[config.mk]
export PLATFORM = sky130hd
export DESIGN_NAME = read_seq_ctrl
export DESIGN_NICKNAME = d
export VERILOG_FILES = /design/src/rtl/read_seq_pkg.sv /design/src/rtl/rwl_decode.sv /design/src/rtl/read_seq_ctrl.sv
export SDC_FILE = /design/constraint.sdc
export NUM_CORES = 1
export LEC_CHECK = 0
export ABC_AREA = 1
export CAP_MARGIN = 20
export CORE_MARGIN = 4
export CORE_UTILIZATION = 50
export CTS_CLUSTER_DIAMETER = 30
export DETAILED_ROUTE_END_ITERATION = 10
export GPL_ROUTABILITY_DRIVEN = 0
export HOLD_SLACK_MARGIN = 0.03
export PLACE_DENSITY = 0.94
export SYNTH_ARGS = -nofsm -noshare
export SYNTH_HDL_FRONTEND = slang
export SYNTH_SLANG_ARGS = --single-unit
[constraint.sdc]
create_clock -name clk -period 3.18 [get_ports clk]
set_input_delay 0.477 -clock clk [delete_from_list [all_inputs] [get_ports clk]]
set_output_delay 0.477 -clock clk [all_outputs]
set_load 0.01 [all_outputs]
[src/rtl/read_seq_pkg.sv]
// Shared types and helpers for the read_mux sequencer.
package read_seq_pkg;

    typedef enum logic [1:0] {
        StIdle,
        StDrive,
        StResp,
        StGap
    } state_e;

    // Widest word-line bus the decoder helper supports.
    localparam int unsigned MaxRows = 64;

    function automatic logic [MaxRows-1:0] onehot_rwl(input int unsigned addr);
        logic [MaxRows-1:0] one;
        one = {{(MaxRows-1){1'b0}}, 1'b1};
        return one << addr;
    endfunction

endpackage

[src/rtl/rwl_decode.sv]
// Binary row address to one-hot read word line, forced to zero when disabled.
module rwl_decode
    import read_seq_pkg::*;
#(
    parameter int unsigned ROWS   = 4,
    parameter int unsigned ADDR_W = $clog2(ROWS)
) (
    input  logic              en,
    input  logic [ADDR_W-1:0] addr,
    output logic [ROWS-1:0]   rwl
);

    logic [MaxRows-1:0] full;

    always_comb begin
        full = '0;
        if (en) begin
            full = onehot_rwl(32'(addr));
        end
    end

    assign rwl = full[ROWS-1:0];

    if (ROWS < MaxRows) begin : g_hi
        logic unused_hi;
        assign unused_hi = ^full[MaxRows-1:ROWS];
    end

endmodule

[src/rtl/read_seq_ctrl.sv]
// Burst read sequencer driving read_mux word lines and returning one DOUT bit per row.
// Define RWL_GAP_EN for break-before-make: one all-zero rwl cycle between rows.
module read_seq_ctrl
    import read_seq_pkg::*;
#(
    parameter int unsigned ROWS   = 4,
    parameter int unsigned ADDR_W = $clog2(ROWS),
    parameter int unsigned SETTLE = 1,
    parameter int unsigned CNT_W  = $clog2(SETTLE + 1)
) (
    input  logic              clk,
    input  logic              rst,
    input  logic              req_valid,
    output logic              req_ready,
    input  logic [ADDR_W-1:0] req_addr,
    input  logic [ADDR_W-1:0] req_len,
    output logic [ROWS-1:0]   rwl,
    input  logic              dout,
    output logic              rsp_valid,
    input  logic              rsp_ready,
    output logic              rsp_data,
    output logic [ADDR_W-1:0] rsp_addr,
    output logic              rsp_last,
    output logic              busy
);

    localparam logic [CNT_W-1:0] CntLast = CNT_W'(SETTLE - 1);

    state_e            state;
    logic [ADDR_W-1:0] cur_addr;
    logic [ADDR_W-1:0] remain;
    logic [CNT_W-1:0]  cnt;
    logic              rwl_en;

    always_ff @(posedge clk) begin
        if (rst) begin
            state     <= StIdle;
            cur_addr  <= '0;
            remain    <= '0;
            cnt       <= '0;
            rsp_valid <= 1'b0;
            rsp_data  <= 1'b0;
            rsp_addr  <= '0;
            rsp_last  <= 1'b0;
        end else begin
            unique case (state)
                StIdle: begin
                    if (req_valid) begin
                        cur_addr <= req_addr;
                        remain   <= req_len;
                        cnt      <= '0;
                        state    <= StDrive;
                    end
                end
                StDrive: begin
                    cnt <= cnt + 1'b1;
                    // DOUT is captured once rwl has been held for SETTLE cycles.
                    if (cnt == CntLast) begin
                        rsp_data  <= dout;
                        rsp_addr  <= cur_addr;
                        rsp_last  <= (remain == '0);
                        rsp_valid <= 1'b1;
                        state     <= StResp;
                    end
                end
                StResp: begin
                    if (rsp_ready) begin
                        rsp_valid <= 1'b0;
                        if (rsp_last) begin
                            state <= StIdle;
                        end else begin
                            // ROWS is a power of two, so the increment wraps naturally.
                            cur_addr <= cur_addr + 1'b1;
                            remain   <= remain - 1'b1;
                            cnt      <= '0;
`ifdef RWL_GAP_EN
                            state    <= StGap;
`else
                            state    <= StDrive;
`endif
                        end
                    end
                end
`ifdef RWL_GAP_EN
                StGap: begin
                    state <= StDrive;
                end
`endif
                default: begin
                    state <= StIdle;
                end
            endcase
        end
    end

    assign rwl_en    = (state == StDrive) || (state == StResp);
    assign req_ready = (state == StIdle);
    assign busy      = (state != StIdle);

    rwl_decode #(
        .ROWS   (ROWS),
        .ADDR_W (ADDR_W)
    ) u_rwl_decode (
        .en   (rwl_en),
        .addr (cur_addr),
        .rwl  (rwl)
    );

endmodule

==> flow_metrics.tcl, run 1 <==
set metrics [dict create \
    drv_cap 0 \
    clk_path_buf_depth 2 \
    placedCellCount 138 \
    cp.arrival_ps 1830 \
    drive_above_1_share_pct 8.66 \
    ys.warnings.count 0 \
    grt_max_degree 10 \
    synth_adder_area_share_pct 19.9 \
    ys_types 18 \
    start_util_pct 55.2 \
    antenna_cells 0 \
    rsz0062_at_grt "no" \
    slew_headroom_pct 84.4 \
    hpwl_mm 1.28 \
    maxClockFrequency_mhz 433 \
    areaGrowthSynthToFinish_pct 32.5 \
    critPathTopFamily "buffers and inverters" \
    ys_ff_latch 12 \
    clk_latency_ps 280 \
    antenna_found_initial 0 \
    yosys-top-cells-area "dfxtp_1 (32%), ha_1 (20%), inv_1 (8.5%), nand2_1 (8.5%), o21ai_0 (8.0%)" \
    finClkSkew_ps 12.1 \
    synth_top_family_by_area "simple AND/OR/NAND/NOR gates" \
    synth_fp_nets 125 \
    grt.overflow.total 0 \
    setup-tns-final_ps 0 \
    cp_slowest_stage_delay_ps 530 \
    endpoint_kind "output pin" \
    coreArea_mm2 0.00137 \
    required_ps 2700 \
    worst_setup_path_start_kind "flop" \
    ys_async_sr_fraction_pct 0 \
    die_y_um 46.8 \
    dr.pass1.iters 4 \
    powerDensity_mw_per_mm2 1020 \
    crit_type "flop to output pin" \
    synthTopCellsByCount "inv_1 (17), nand2_1 (17), nor2_1 (16)" \
    avgRoutedWirePerCell_um 11.5 \
    fin_area_um2 1000 \
    drc 0 \
    cpMostUsedCell "inv_1" \
    cp_num_buf_inv 3 \
    grt_pass1_vias 678 \
    io_pins 20 \
    finalNetCount 149 \
    yosys.area.top_type "dfxtp_1" \
    finalSetupViolCount 0 \
    die_w_um 46.8 \
    post_layout_nonfiller_instances 142 \
    synth_enable_flop_cells 0 \
    wirelength_mm 1.63 \
    cts_tree "built" \
    post_cts_buffers 0 \
    synth_mux_area_share_pct 0 \
    cts_root_buf "clkbuf_4" \
    detail_route.iter0.violations 32 \
    p_total_w 0.00102 \
    final-hold-violation-count 0 \
    syn-cell-area_um2 754 \
    placed_cell_area_um2 963 \
    htree_levels 1 \
    leakage_nw 0.497 \
    nFillCells 116 \
    cts_buffers 3 \
    grt_pass1_wl_mm 2.79 \
    synthXorXnorAreaFrac_pct 0 \
    path_max_fanout 5 \
    fin_crit_sh_pct 72.7 \
    status "complete, no violations" \
    min_path_type "flop to flop" \
    synthCells 104 \
    holdBufCountCts 0 \
    period_needed_ps 2310 \
    rows 13 \
    port_buffers 19 \
    path_clk_slew_ps 80 \
    yosysSeqAreaShare_pct 31.8 \
    synth-main-ff-cell "dfxtp_1" \
    synth-compound-area-share_pct 16.3 \
    ant_nets 0 \
    slowest_stage "clkdlybuf4s50_1" \
    ir_worst_vdd_v 0.000558 \
    netlist.area_leader.share_pct 31.8 \
    post_drt_via_cell_ratio 5.07 \
    cts_resized 0 \
    syn-mean-instance-area_um2 7.25 \
    cts.sinks 12 \
    route.vias.total 720 \
    grt_usage_pct 17.5 \
    tightest_slew_ps 233 \
    path_cells "inv_1, ha_1, nand2_1, inv_1, clkdlybuf4s50_1" \
    dieArea_mm2 0.00219 \
    synthSimpleGateAreaFrac_pct 22.6 \
    finalMaxSlewViolations 0 \
]
[final timing paths]
| check | slack [ps] | end | cells after the start | startpoint |
|---|---|---|---|---|
| setup reg to reg | 1650 | state[1] | 6 | state[0] |
| hold / removal | 470 | rsp_valid | 1 | rsp_valid |
| setup / recovery | 870 | rwl[3] | 5 | state[0] |
| hold reg to reg | 470 | rsp_valid | 1 | rsp_valid |
[cell families after synthesis]
| family | Yosys count |
|---|---|
| flops | 12 |
| compound gates | 22 |
| simple gates | 39 |
| fa+ha+maj | 12 |
| buf+inv | 19 |
[layout by cell type, fill, tap and decap left out, types with 2 or more instances in the layout]
cell type and count:
clkdlybuf4s50_1 19, ha_1 12, nand2_1 17, clkbuf_4 3, dfxtp_1 12, inv_1 17, a21oi_1 5, inv_2 2
nor2_1 16, nand2_2 2, o21ai_0 12
[power by group]
part | total (W) | switching (W) | internal (W) | leakage [nW]
clock network | 0.000124 | 0.0000544 | 0.0000697 | 0.0210
registers | 0.000278 | 0.0000556 | 0.000222 | 0.0992
logic | 0.000621 | 0.000345 | 0.000275 | 0.376
total | 0.00102 | 0.000455 | 0.000567 | 0.497
[metal layers]
metal / GRT usage (%) / part of all wire [%] / wire (µm)
met1: 19.2 / 44 / 711
met2: 30.9 / 47 / 774
met3: 6.51 / 7.7 / 126
met4: 5.52 / 1.2 / 19
met5: 0 / 0 / 0
[layout make-up]
| class | count | area (µm²) | area share, % |
|---|---|---|---|
| well taps | 15 | 18.8 | 1.88 |
| multi-input cells | 73 | 443 | 44.3 |
| clock buffers | 4 | 36.3 | 3.63 |
| repair buffers | 19 | 190 | 19.0 |
| flip-flops and latches | 12 | 240 | 24.0 |
| inverters | 19 | 71.3 | 7.13 |
[sequential cells by signal (all words and copies together) (netlist names)]
register and flops:
cnt 1, rsp_data 1, rsp_valid 1, remain 2, rsp_last 1, rsp_addr 2
state 2, cur_addr 2
[through the flow]
step                setup WS, ps  hold slack, ps  util (%)
finish                       870             468      73.2
global route                 751             485      73.2
CTS                          862             472      73.2
detailed placement          1170             453      70.5
global placement            1280             449      70.5
floorplan                   1790             476         -
Power figures use the tool's default switching activity.
==> run 2: changes to the inputs <==
--- a/config.mk
+++ b/config.mk
@@ -8,12 +8,12 @@
 export ABC_AREA = 1
 export CAP_MARGIN = 20
 export CORE_MARGIN = 4
-export CORE_UTILIZATION = 50
+export CORE_UTILIZATION = 46
 export CTS_CLUSTER_DIAMETER = 30
 export DETAILED_ROUTE_END_ITERATION = 10
 export GPL_ROUTABILITY_DRIVEN = 0
 export HOLD_SLACK_MARGIN = 0.03
-export PLACE_DENSITY = 0.94
+export PLACE_DENSITY = 0.88
 export SYNTH_ARGS = -nofsm -noshare
 export SYNTH_HDL_FRONTEND = slang
 export SYNTH_SLANG_ARGS = --single-unit
==> constraint.sdc (replaced) <==
create_clock -name clk -period 2.3 [get_ports clk]
set_input_delay 0.345 -clock clk [delete_from_list [all_inputs] [get_ports clk]]
set_output_delay 0.345 -clock clk [all_outputs]
set_load 0.01 [all_outputs]
==> run 2 against run 1 <==
  * Utilization decreased by 7.5 points
  * Setup slack got worse by 710 ps
  * Critical path depth stayed put
  * Via count is 2.6% higher
  * Wire length fell by 2.8%
  * First-iteration DRC count decreased by 53%
  * Register-to-register slack got worse by 850 ps
  * Final area is 0.13% higher
  * Sequential share of layout area barely moved
  * Flip-flop and latch count stayed put
  * Critical endpoint unchanged
  * Highest routed layer unchanged
==> flow_metrics.tcl, run 2 (same netlist as run 1, synthesis figures left out) <==
set metrics [dict create \
    setup-tns-final_ps 0 \
    finClkSkew_ps 0.348 \
    route.vias.total 739 \
    nFillCells 122 \
    holdBufCountCts 0 \
    min_path_type "flop to flop" \
    finalSetupViolCount 0 \
    start_util_pct 49.5 \
    path_clk_slew_ps 80 \
    cp_slowest_stage_delay_ps 530 \
    required_ps 1960 \
    share_seq_of_total_power_pct 27.3 \
    worst_setup_path_start_kind "flop" \
    slew_headroom_pct 84.9 \
    finalMaxSlewViolations 0 \
    wirelength_mm 1.59 \
    cts.sinks 12 \
    clk_path_buf_depth 2 \
    whs_ps 466 \
    period_needed_ps 2140 \
    fin_area_mm2 0.00100 \
    status "complete, no violations" \
    dieArea_mm2 0.00235 \
    die_w_um 48.5 \
    endpoint_kind "output pin" \
    htree_levels 1 \
    leakage_nw 0.497 \
    final_cell_mix "clkdlybuf4s50_1 (19), inv_1 (17), nand2_1 (17)" \
    avgRoutedWirePerCell_um 11.1 \
    cp.arrival_ps 1800 \
    grt_usage_pct 13.4 \
    drc 0 \
    hpwl_mm 1.24 \
    ant_nets 0 \
    antenna_cells 0 \
    post_drt_via_cell_ratio 5.17 \
    grt.overflow.total 0 \
    rsz0062_at_grt "no" \
    dr.pass1.iters 4 \
    combPwrFrac_pct 60.6 \
    finalNetCount 149 \
    mostFrequentLayoutCell "clkdlybuf4s50_1" \
    cts_resized 0 \
    post_layout_nonfiller_instances 143 \
    io_pins 20 \
    rows 14 \
    path_max_fanout 5 \
    placed_cell_area_um2 965 \
    antenna_found_initial 0 \
    tightest_slew_ps 226 \
    coreArea_mm2 0.00152 \
    drive_above_1_share_pct 8.66 \
    post_cts_buffers 0 \
    die_y_um 48.5 \
    critPathTopFamily "buffers and inverters" \
    grt_max_degree 10 \
    detail_route.iter0.violations 15 \
    areaGrowthSynthToFinish_pct 32.7 \
    cpMostUsedCell "inv_1" \
    path_cells "inv_1, ha_1, nand2_1, inv_1, clkdlybuf4s50_1" \
    grt_pass1_vias 651 \
    powerDensity_mw_per_mm2 1410 \
    final_util_pct 65.7 \
    grt_pass1_wl_mm 2.62 \
    cts_tree "built" \
    ir_worst_vdd_v 0.000806 \
    cts_root_buf "clkbuf_4" \
    switching_share_pct 44.3 \
    power_switching_w 0.000624 \
    cell_internal_pwr_w 0.000785 \
    p_clk_share_pct 12.1 \
    slowest_stage "clkdlybuf4s50_1" \
    port_buffers 19 \
    cts_buffers 3 \
    clk_latency_ps 270 \
    placedCellCount 139 \
    fin_crit_sh_pct 93.1 \
    drv_cap 0 \
    cp_num_buf_inv 3 \
    final-hold-violation-count 0 \
    maxClockFrequency_mhz 467 \
    crit_type "flop to output pin" \
]
-- run 2: layout make-up --
type / count / area, µm² / area share, %
clock buffers: 4 / 36.3 / 3.62
well taps: 16 / 20.0 / 2.00
inverters: 19 / 71.3 / 7.12
repair buffers: 19 / 190 / 19.0
flip-flops and latches: 12 / 240 / 24.0
multi-input cells: 73 / 443 / 44.3
-- run 2: worst paths after layout --
path	start	to	slack [ps]	cells past startpoint
min reg2reg	rsp_valid	rsp_valid	470	1
max reg2reg	state[0]	state[1]	800	6
max	state[0]	rwl[3]	160	5
min	rsp_valid	rsp_valid	470	1
-- run 2: power groups by stage --
stage               clock [W]  combinational, W  sequential (W)
floorplan                   0          0.000534        0.000389
global placement            0          0.000828        0.000381
detailed placement          0          0.000850        0.000387
CTS                  0.000172          0.000859        0.000384
global route         0.000179          0.000960        0.000399
finish               0.000170          0.000854        0.000384
-- run 2: per-layer routing --
layer  wire [µm]  up-vias  global-route usage, %
li1            -      370                      -
met3          91        4                   3.37
met2         745       25                   20.9
met1         726      340                   17.2
met5           0        -                      0
met4          22        0                   6.28
-- run 2: stage by stage --
step	worst slack, ps	total power [W]
3_3_place_gp	507	0.00121
4_1_cts	147	0.00141
3_5_place_dp	472	0.00124
6_report	159	0.00141
5_1_grt	40.2	0.00154
2_1_floorplan	978	0.000923
==> run 3: changes to the inputs <==
--- a/config.mk
+++ b/config.mk
@@ -14,6 +14,7 @@
 export GPL_ROUTABILITY_DRIVEN = 0
 export HOLD_SLACK_MARGIN = 0.03
 export PLACE_DENSITY = 0.88
+export SKIP_LAST_GASP = 1
 export SYNTH_ARGS = -nofsm -noshare
 export SYNTH_HDL_FRONTEND = slang
 export SYNTH_SLANG_ARGS = --single-unit
==> results of run 3 <==
Final layout, timing and power as in run 2 (identical DEF).
